<file path="src/rtl/pwm_capture_pkg.sv">
// pwm_pkg: shared types and default count geometry for the PWM generator /
// capture pair. Optional deglitch filter in the capture path: PWM_DEGLITCH_EN.
package pwm_pkg;

    // Default time base, shared with the generator so loopback counts match.
    localparam int WIDTH_COUNT   = 14;
    localparam int CNT_MAX_COUNT = 10000;

    // Measurement FSM states.
    typedef enum logic [1:0] {
        IDLE = 2'd0,
        HIGH = 2'd1,
        LOW  = 2'd2
    } state_t;

endpackage

</file>
<file path="src/rtl/pwm_capture_if.sv">
// pwm_capture_if: measurement report bus (duty/period/valid/timeout).
// The capture block drives it through the master modport; consumers use slave.
// Optional deglitch filter in the capture path: PWM_DEGLITCH_EN.
interface pwm_capture_if #(
    parameter int widthCount = 14
);
    logic [widthCount-1:0] duty;
    logic [widthCount-1:0] period;
    logic                  valid;
    logic                  timeout;

    modport master (output duty, output period, output valid, output timeout);
    modport slave  (input  duty, input  period, input  valid, input  timeout);
endinterface

</file>
<file path="src/rtl/pwm_capture_edge_sync.sv">
// pwm_edge_sync: 2-flop synchronizer for the PWM input, optional deglitch
// filter (PWM_DEGLITCH_EN), and e-tick edge detection producing rise/fall.
// Without the filter the synchronizer output is the level directly, so a
// single-tick pulse is still seen as an edge pair.
module pwm_edge_sync #(
    parameter int FILT_LEN = 3
) (
    input  logic clk,
    input  logic rst,
    input  logic rst_syn,
    input  logic e,
    input  logic pwmin,
    output logic lvl,
    output logic rise,
    output logic fall
);

    logic [1:0] sync_q;
    logic       prev_q;

    // Two-flop synchronizer, clocked every clk regardless of e.
    always_ff @(posedge clk or negedge rst) begin
        if (!rst)         sync_q <= '0;
        else if (rst_syn) sync_q <= '0;
        else              sync_q <= {sync_q[0], pwmin};
    end

`ifdef PWM_DEGLITCH_EN
    localparam int CW = $clog2(FILT_LEN + 1);
    localparam logic [CW-1:0] LAST = CW'(FILT_LEN - 1);

    logic [CW-1:0] flt_cnt;
    logic          flt_lvl;

    // Level follows the input only after FILT_LEN consecutive e-ticks of the
    // new value; both edges see the same delay so duty/period are preserved.
    always_ff @(posedge clk or negedge rst) begin
        if (!rst) begin
            flt_cnt <= '0;
            flt_lvl <= 1'b0;
        end else if (rst_syn) begin
            flt_cnt <= '0;
            flt_lvl <= 1'b0;
        end else if (e) begin
            if (sync_q[1] == flt_lvl) begin
                flt_cnt <= '0;
            end else if (flt_cnt == LAST) begin
                flt_lvl <= sync_q[1];
                flt_cnt <= '0;
            end else begin
                flt_cnt <= flt_cnt + CW'(1);
            end
        end
    end

    assign lvl = flt_lvl;
`else
    assign lvl = sync_q[1];
`endif

    // Previous level advances only on e-ticks so edges are in tick time.
    always_ff @(posedge clk or negedge rst) begin
        if (!rst)         prev_q <= 1'b0;
        else if (rst_syn) prev_q <= 1'b0;
        else if (e)       prev_q <= lvl;
    end

    assign rise = lvl & ~prev_q;
    assign fall = ~lvl & prev_q;

endmodule

</file>
<file path="src/rtl/pwm_capture.sv">
// pwm_capture: measures high time and period of an incoming PWM waveform in
// e-ticks. First rise after reset/timeout arms; each later rise reports.
// No qualifying edge for cntMaxCount ticks reports a timeout (0%/100% duty).
// Optional deglitch filter on the input level: PWM_DEGLITCH_EN.
module pwm_capture
    import pwm_pkg::*;
#(
    parameter int widthCount  = WIDTH_COUNT,
    parameter int cntMaxCount = CNT_MAX_COUNT,
    parameter int FILT_LEN    = 3
) (
    input  logic           clk,
    input  logic           rst,
    input  logic           rst_syn,
    input  logic           e,
    input  logic           pwmin,
    pwm_capture_if.master  rpt
);

    localparam logic [widthCount-1:0] MAXC = widthCount'(cntMaxCount);
    localparam logic [widthCount-1:0] ONE  = widthCount'(1);

    logic                  lvl, rise, fall;
    state_t                state, state_nx;
    logic [widthCount-1:0] hi_cnt, per_cnt;
    logic                  edge_hit, at_max, meas, tmo;

    pwm_edge_sync #(.FILT_LEN(FILT_LEN)) u_edge (
        .clk     (clk),
        .rst     (rst),
        .rst_syn (rst_syn),
        .e       (e),
        .pwmin   (pwmin),
        .lvl     (lvl),
        .rise    (rise),
        .fall    (fall)
    );

    // The edge that moves each state forward; a HIGH->LOW fall can leave
    // per_cnt at MAXC+1, hence the >= so LOW still times out.
    assign edge_hit = (state == HIGH) ? fall : rise;
    assign at_max   = (per_cnt >= MAXC);

    // State register.
    always_ff @(posedge clk or negedge rst) begin
        if (!rst)         state <= IDLE;
        else if (rst_syn) state <= IDLE;
        else              state <= state_nx;
    end

    // Next state: edges advance, timeout falls back to IDLE; edge wins a tie.
    always_comb begin
        state_nx = state;
        if (e) begin
            case (state)
                IDLE:    if (rise) state_nx = HIGH;
                HIGH:    if (fall) state_nx = LOW;  else if (at_max) state_nx = IDLE;
                LOW:     if (rise) state_nx = HIGH; else if (at_max) state_nx = IDLE;
                default: state_nx = IDLE;
            endcase
        end
    end

    // Decodes: a completed measurement or a timeout on this e-tick.
    always_comb begin
        meas = e & (state == LOW) & rise;
        tmo  = e & at_max & ~edge_hit;
    end

    // High-time and period counters, in e-ticks.
    always_ff @(posedge clk or negedge rst) begin
        if (!rst) begin
            hi_cnt  <= '0;
            per_cnt <= '0;
        end else if (rst_syn) begin
            hi_cnt  <= '0;
            per_cnt <= '0;
        end else if (e) begin
            if (tmo) begin
                hi_cnt  <= '0;
                per_cnt <= '0;
            end else begin
                case (state)
                    IDLE, LOW: begin
                        if (rise) begin
                            hi_cnt  <= ONE;
                            per_cnt <= ONE;
                        end else begin
                            per_cnt <= per_cnt + ONE;
                        end
                    end
                    HIGH: begin
                        if (!fall) hi_cnt <= hi_cnt + ONE;
                        per_cnt <= per_cnt + ONE;
                    end
                    default: begin
                        hi_cnt  <= '0;
                        per_cnt <= '0;
                    end
                endcase
            end
        end
    end

    // Report registers: hold until the next measurement or timeout.
    always_ff @(posedge clk or negedge rst) begin
        if (!rst) begin
            rpt.duty    <= '0;
            rpt.period  <= '0;
            rpt.valid   <= 1'b0;
            rpt.timeout <= 1'b0;
        end else if (rst_syn) begin
            rpt.duty    <= '0;
            rpt.period  <= '0;
            rpt.valid   <= 1'b0;
            rpt.timeout <= 1'b0;
        end else begin
            rpt.valid <= meas | tmo;
            if (meas) begin
                rpt.duty    <= hi_cnt;
                rpt.period  <= per_cnt;
                rpt.timeout <= 1'b0;
            end else if (tmo) begin
                rpt.duty    <= lvl ? MAXC : '0;
                rpt.period  <= MAXC;
                rpt.timeout <= 1'b1;
            end
        end
    end

endmodule
</file>
<file path="src/flat_wrapper.sv">
// flat-port wrapper written by rule: the top's interface ports become plain ports
module pwm_capture_flat import pwm_pkg::*;
#(
    parameter int widthCount  = WIDTH_COUNT,
    parameter int cntMaxCount = CNT_MAX_COUNT,
    parameter int FILT_LEN    = 3
)
  (clk, rst, rst_syn, e, pwmin, rpt_duty, rpt_period, rpt_valid, rpt_timeout);
  pwm_capture_if #(.widthCount(widthCount)) rpt_i ();
  input  logic clk;
  input  logic rst;
  input  logic rst_syn;
  input  logic e;
  input  logic pwmin;
  output wire logic [$bits(rpt_i.duty)-1:0] rpt_duty;
  output wire logic [$bits(rpt_i.period)-1:0] rpt_period;
  output wire logic [$bits(rpt_i.valid)-1:0] rpt_valid;
  output wire logic [$bits(rpt_i.timeout)-1:0] rpt_timeout;
  assign rpt_duty = rpt_i.duty;
  assign rpt_period = rpt_i.period;
  assign rpt_valid = rpt_i.valid;
  assign rpt_timeout = rpt_i.timeout;
  pwm_capture #(.widthCount(widthCount), .cntMaxCount(cntMaxCount), .FILT_LEN(FILT_LEN)) u_core (.clk(clk), .rst(rst), .rst_syn(rst_syn), .e(e), .pwmin(pwmin), .rpt(rpt_i));
endmodule
</file>
<file path="config.mk">
export PLATFORM = sky130hd
export DESIGN_NAME = pwm_capture_flat
export DESIGN_NICKNAME = d
export VERILOG_FILES = /design/src/rtl/pwm_capture_pkg.sv /design/src/rtl/pwm_capture_if.sv /design/src/rtl/pwm_capture_edge_sync.sv /design/src/rtl/pwm_capture.sv /design/src/flat_wrapper.sv
export SDC_FILE = /design/constraint.sdc
export NUM_CORES = 1
export LEC_CHECK = 0
export BUFFER_PORTS_ARGS = -buffer_cell sky130_fd_sc_hd__buf_2
export CORE_AREA = 2 2 99 101
export CTS_CLUSTER_DIAMETER = 30
export DETAILED_ROUTE_END_ITERATION = 10
export DIE_AREA = 0 0 101 103
export HOLD_SLACK_MARGIN = 0.12
export PLACE_DENSITY_LB_ADDON = 0.08
export SYNTH_ARGS = -nofsm -noshare
export SYNTH_HDL_FRONTEND = slang
export SYNTH_HIERARCHICAL = 1
export SYNTH_SLANG_ARGS = --single-unit
</file>
<file path="constraint.sdc">
create_clock -name clk -period 5.55 [get_ports clk]
set_input_delay 0.555 -clock clk [delete_from_list [all_inputs] [get_ports clk]]
set_output_delay 0.555 -clock clk [all_outputs]
set_load 0.02 [all_outputs]
</file>
---- Word-level counts from Yosys, hierarchy flattened ----
Index checks and enable logic that the tools add are counted.
cells by class
  bitwise operators ....................... 10
  multiplexer cells ....................... 33
  order comparisons ....................... 1
  add/subtract/negate cells ............... 2
  divide/modulo/power cells ............... 0
  equal/unequal tests ..................... 5
  $mul .................................... 0
  shifts and indexed selects .............. 0
  reductions and logical operators ........ 6
operators by type and width
  operator               number
  $mux 14                16
  $pmux 14 s2            2
  $add 14x1->14 const B  2
  $ge 14x14->1 const B   1
  $mux 2                 7
  $mux 1                 7
  $and 1x1->1            6
  $pmux 2 s3             1
  $ne 4x2->1 const B     1
  $ne 4x4->1 const B     1
  $ne 3x2->1 const B     1
  $not 1->1              3
  $reduce_and 3->1       1
  $reduce_bool 3->1      1
  $eq 2x1->1 const B     1
  $eq 2x2->1 const B     1
  $logic_not 2->1        1
  $reduce_and 2->1       1
  $reduce_bool 2->1      1
  $reduce_or 2->1        1
  $or 1x1->1             1
storage, ports and cells
  output and inout port bits .............. 30
  latch bits .............................. 0
  input port bits ......................... 5
  word-level logic and storage cells ...... 66
  memories ................................ 0
  RAM bits ................................ 0
  bits in registers ....................... 63
  memory bits (read-only) ................. 0

---- Depth between registers and ports, before layout ----
  depth after elaboration ................. 8
  mapped depth ............................ 8

---- By module ----
Netlist, hierarchy kept.
modules (own cells, without submodules)
  module         sequential area each (um^2)  cells an instance  instances  area an instance (um^2)
  pwm_capture    1501.4                       341                1          3055.4
  pwm_edge_sync  75.1                         9                  1          113.9

---- Worst setup path before layout ----
OpenSTA, ideal clock, no wires.
  path type ............................... in2reg
  from .................................... input port e
  to ...................................... register u_core.hi_cnt[11]
  cell stages on the path ................. 6
  library setup time ...................... 82 ps
  path buffers ............................ 2
  required time ........................... 5468 ps
  arrival ................................. 1756 ps
  slack ................................... 3712 ps
  cell sequence ........................... buf_2 -> inv_2 -> or3_1 -> clkbuf_1 -> or3_1 -> a31oi_1
between the ends
  longest elaborated chain between the ends .. 5
RTL lines
  item                       RTL line            text
  start: declaration         flat_wrapper.sv:13  input logic e;
  $and 1x1->1 (2 in series)  pwm_capture.sv:67   tmo = e & at_max & ~edge_hit;
  $mux 14                    pwm_capture.sv:79   if (tmo) begin
  $mux 14                    pwm_capture.sv:78   end else if (e) begin
  $mux 14                    pwm_capture.sv:75   end else if (rst_syn) begin
  end signal: assignment     pwm_capture.sv:93   if (!fall) hi_cnt <= hi_cnt + ONE;
  end: declaration           pwm_capture.sv:25   logic [widthCount-1:0] hi_cnt, per_cnt;
Several ways; a longest one is shown, not always the timed one. The select of a mux whose other input is x is not followed.
A chain may end at the register's enable or synchronous reset.

---- Worst setup path in the final report ----
  from .................................... register u_core.u_edge.sync_q[1]
  to ...................................... register u_core.hi_cnt[12]
between the ends
  longest elaborated chain between the ends .. 8
RTL lines
  item                      RTL line                     text
  start: declaration        pwm_capture_edge_sync.sv:18  logic [1:0] sync_q;
  start signal: assignment  pwm_capture_edge_sync.sv:25  else sync_q <= {sync_q[0], pwmin};
  $not 1->1 (*)             pwm_capture_edge_sync.sv:69  assign fall = ~lvl & prev_q;
  $and 1x1->1 (*)           pwm_capture_edge_sync.sv:69
  via u_core.fall           pwm_capture.sv:23            logic lvl, rise, fall;
  $mux 1                    pwm_capture.sv:41            assign edge_hit = (state == HIGH) ? fall : rise;
  $not 1->1                 pwm_capture.sv:67
  $and 1x1->1               pwm_capture.sv:67
  $mux 14                   pwm_capture.sv:79
  $mux 14                   pwm_capture.sv:78
  $mux 14                   pwm_capture.sv:75
The timed path passes the listed nets; every way through them passes the cells marked *. The select of a mux whose other input is x is not followed.

==> reports/summary.txt <==
# fillers - 991
layout cell share with drive strength beyond 1 - 15.6%
total gr overflow - 0
ys async rst share - 100%
unrepaired setup endpoints after global routing - no
P&R area growth vs syn - 11.6%
register bit total from synthesis - 63
post-synthesis instance area - 3170 um^2
worst-skew pair later-pin latency - 0.35 ns
hold_ws - 0.347 ns
R2R Path End - u_core/hi_cnt[12]$_DFFE_PN0P_
Final Wtd Congestion - 0.823
# rows - 36
Peak VDD IR - 0.0973 mV
remaining antenna violation count - 0
most common cell after layout, fill and taps aside - dfrtp_1
Reg2Reg Setup Slack - 2.50 ns
Via-to-Cell Ratio - 5.45
setup TNS - 0 ns
initial antenna violation count - 0
Die Wd - 101 um
CP Launch Type - flip-flop
Post-Route WL - 8360 um
Syn Nets - 358
post-CTS resize count - 0
initial drt markers - 134
Worst R2R Path Depth - 6
gr usage total - 17.5%
Fmax - 328 MHz
Synth Flop Type - dfrtp_1
Final Hold Viols - 0
chip height - 103 um
TritonCTS Buffers - 9
Placed Area - 3370 um^2
Yosys cell types - 47
CP endpoint kind - flip-flop
clock slew seen by the registers of the worst setup and hold paths - 0.08 ns
crit path time final - 3.05 ns
Slew Limit Fails - 0
first-pass GRT wire length - 13,800 um
top cell type's share of synthesized area - 49.7%
antenna fix cells - 0
drc violations - 0
Hold Crit Class - in -> async
post-layout instance area - 3540 um^2
Req. time, crit path - 5.80 ns
reg2reg start - u_core/u_edge/sync_q[1]$_DFF_PN0_
Synth warnings - 6
Post-synth EDFFs - 0
Mapped Cells - 350
cell area power density - 245 nW/um^2
DR WL/cell - 17.0 um
largest area contributor in the netlist - dfrtp_1
TritonRoute pass-1 iters - 4
critical path data arrival time - 3.30 ns
Longest Clk Path Bufs - 2
maximum fanout along the worst path - 31
Highest Signal Layer - met4
largest net degree at the start of global routing - 64
Ports - 35
worst slew pin tran - 1.11 ns
Static Leakage - 0.00158 uW
dpl hpwl - 5230 um
CTS H-tree lvls - 3
WL met2 - 3710 um
clock tree root driver cell - clkbuf_8
via count - 2,677
top post-synthesis cells by area - dfrtp_1 (50%), nand2_1 (5.8%), nand3_1 (5.5%)
fin crit share - 55.0%
Metal-1 WL - 4230 um
CTS tree - built
most frequent cells in the layout - dfrtp_1 (63), nand2_1 (49), nand3_1 (35)
cts hold-fix bufs - 0
Max-Cap Viols - 0
skew final - 0.0116 ns
Port Buf Inserts - 34
max_slew headroom - 25.9%
crit path kind - reg -> reg
vias in the first global route - 2,517
initial core utilization - 33.5%
die area - 10,400 um^2
final setup fails - 0
Core Region - 9460 um^2
nets - 380
post-CTS setup buffers - 0
met3 wire len - 332 um
clk sink count - 63
Avg Inst Size Synth - 9.06 um^2
post-synthesis sequential area ratio - 49.7%
status - finished clean
## final cells by class
| cell class | instances | area [um^2] | area share (%) |
|---|---|---|---|
| inverter | 4 | 15.0 | 0.424 |
| timing repair buffer | 37 | 193 | 5.45 |
| tap | 114 | 143 | 4.03 |
| clock buffer | 10 | 128 | 3.61 |
| sequential | 63 | 1580 | 44.6 |
| multi-input combinational | 257 | 1450 | 40.9 |
| clock inverter | 6 | 37.5 | 1.06 |
## layer usage
| layer | vias to the layer above | GRT usage (%) |
|---|---|---|
| met2 | 60 | 25.1 |
| met4 | 0 | 5.93 |
| met1 | 1293 | 25.7 |
| met5 | - | 0 |
| met3 | 8 | 4.34 |
| li1 | 1316 | - |
## synth_stat cells (2+ instances only)
master and n:
a211oi_1 13, a21oi_1 34, a221o_1 4, a311oi_1 4, a31oi_1 6, and3_1 8, buf_2 9, buf_4 2
buf_6 2, clkbuf_1 12, dfrtp_1 63, ha_1 3, inv_1 3, mux2i_1 2, nand2_1 49, nand2b_1 2
nand3_1 35, nand4_1 5, nor2_1 32, nor2b_1 7, nor3_1 10, o21ai_0 10, o21ai_1 2, o311a_1 2
o311ai_1 4, or3_1 6
## flip-flops by register name, summed over array words and instances, names as in the netlist
| signal | count |
|---|---|
| u_core/rpt.timeout | 1 |
| u_core/u_edge/sync_q | 2 |
| u_core/state | 2 |
| u_core/per_cnt | 14 |
| u_core/hi_cnt | 14 |
| u_core/u_edge/prev_q | 1 |
| u_core/rpt.duty | 14 |
| u_core/rpt.period | 14 |
| u_core/rpt.valid | 1 |
## power breakdown
group          internal [uW]  switching [uW]
Clock                    160             195
Sequential               462            6.01
Combinational           11.0            33.1
Total                    633             234
## kinds of logic (layout without fill, tap and decap cells)
| group | count (synthesis) | after routing | share of synthesized area, % |
|---|---|---|---|
| flops | 63 | 63 | 49.7 |
| mux | 2 | 2 | 0.632 |
| fa+ha+maj | 3 | 3 | 1.18 |
| compound gates | 88 | 88 | 18.8 |
| simple gates | 164 | 164 | 25.1 |
| buf+inv | 30 | 57 | 4.62 |
## critical path, cell delays in order (launching register included)
cell and delay, ns:
dfrtp_1 0.41, nor2b_1 0.28, and3b_1 0.31, a211oi_4 0.09
nand2_1 0.85, nand2b_1 0.62, a311oi_1 0.37
## worst max-delay path by stage
stage | startpoint | end | slack, ns | depth (start not counted)
final | u_core/u_edge/sync_q[1]$_DFF_PN0_ | u_core/hi_cnt[12]$_DFFE_PN0P_ | 2.50 | 6
after global routing | u_core/u_edge/sync_q[1]$_DFF_PN0_ | u_core/hi_cnt[9]$_DFFE_PN0P_ | 2.23 | 5
after floorplan | e | u_core/hi_cnt[11]$_DFFE_PN0P_ | 3.71 | 6
after CTS | u_core/u_edge/sync_q[1]$_DFF_PN0_ | u_core/hi_cnt[6]$_DFFE_PN0P_ | 2.46 | 5
after detailed placement | u_core/u_edge/sync_q[1]$_DFF_PN0_ | u_core/hi_cnt[6]$_DFFE_PN0P_ | 2.48 | 6
after global placement | u_core/u_edge/prev_q$_DFFE_PN0P_ | u_core/per_cnt[0]$_DFFE_PN0P_ | 2.58 | 6
## stage by stage
| stage | setup slack (ns) | cells | total power (uW) | util, % |
|---|---|---|---|---|
| after global routing | 2.23 | 491 | 914 | 37.4 |
| after CTS | 2.46 | 491 | 881 | 37.4 |
| after detailed placement | 2.48 | 475 | 523 | 35.7 |
| after global placement | 2.58 | 475 | 523 | 35.7 |
| after floorplan | 3.71 | 350 | 503 | - |
| final | 2.50 | 491 | 867 | 37.4 |
Note: power is estimated with default switching activity, not from simulation.
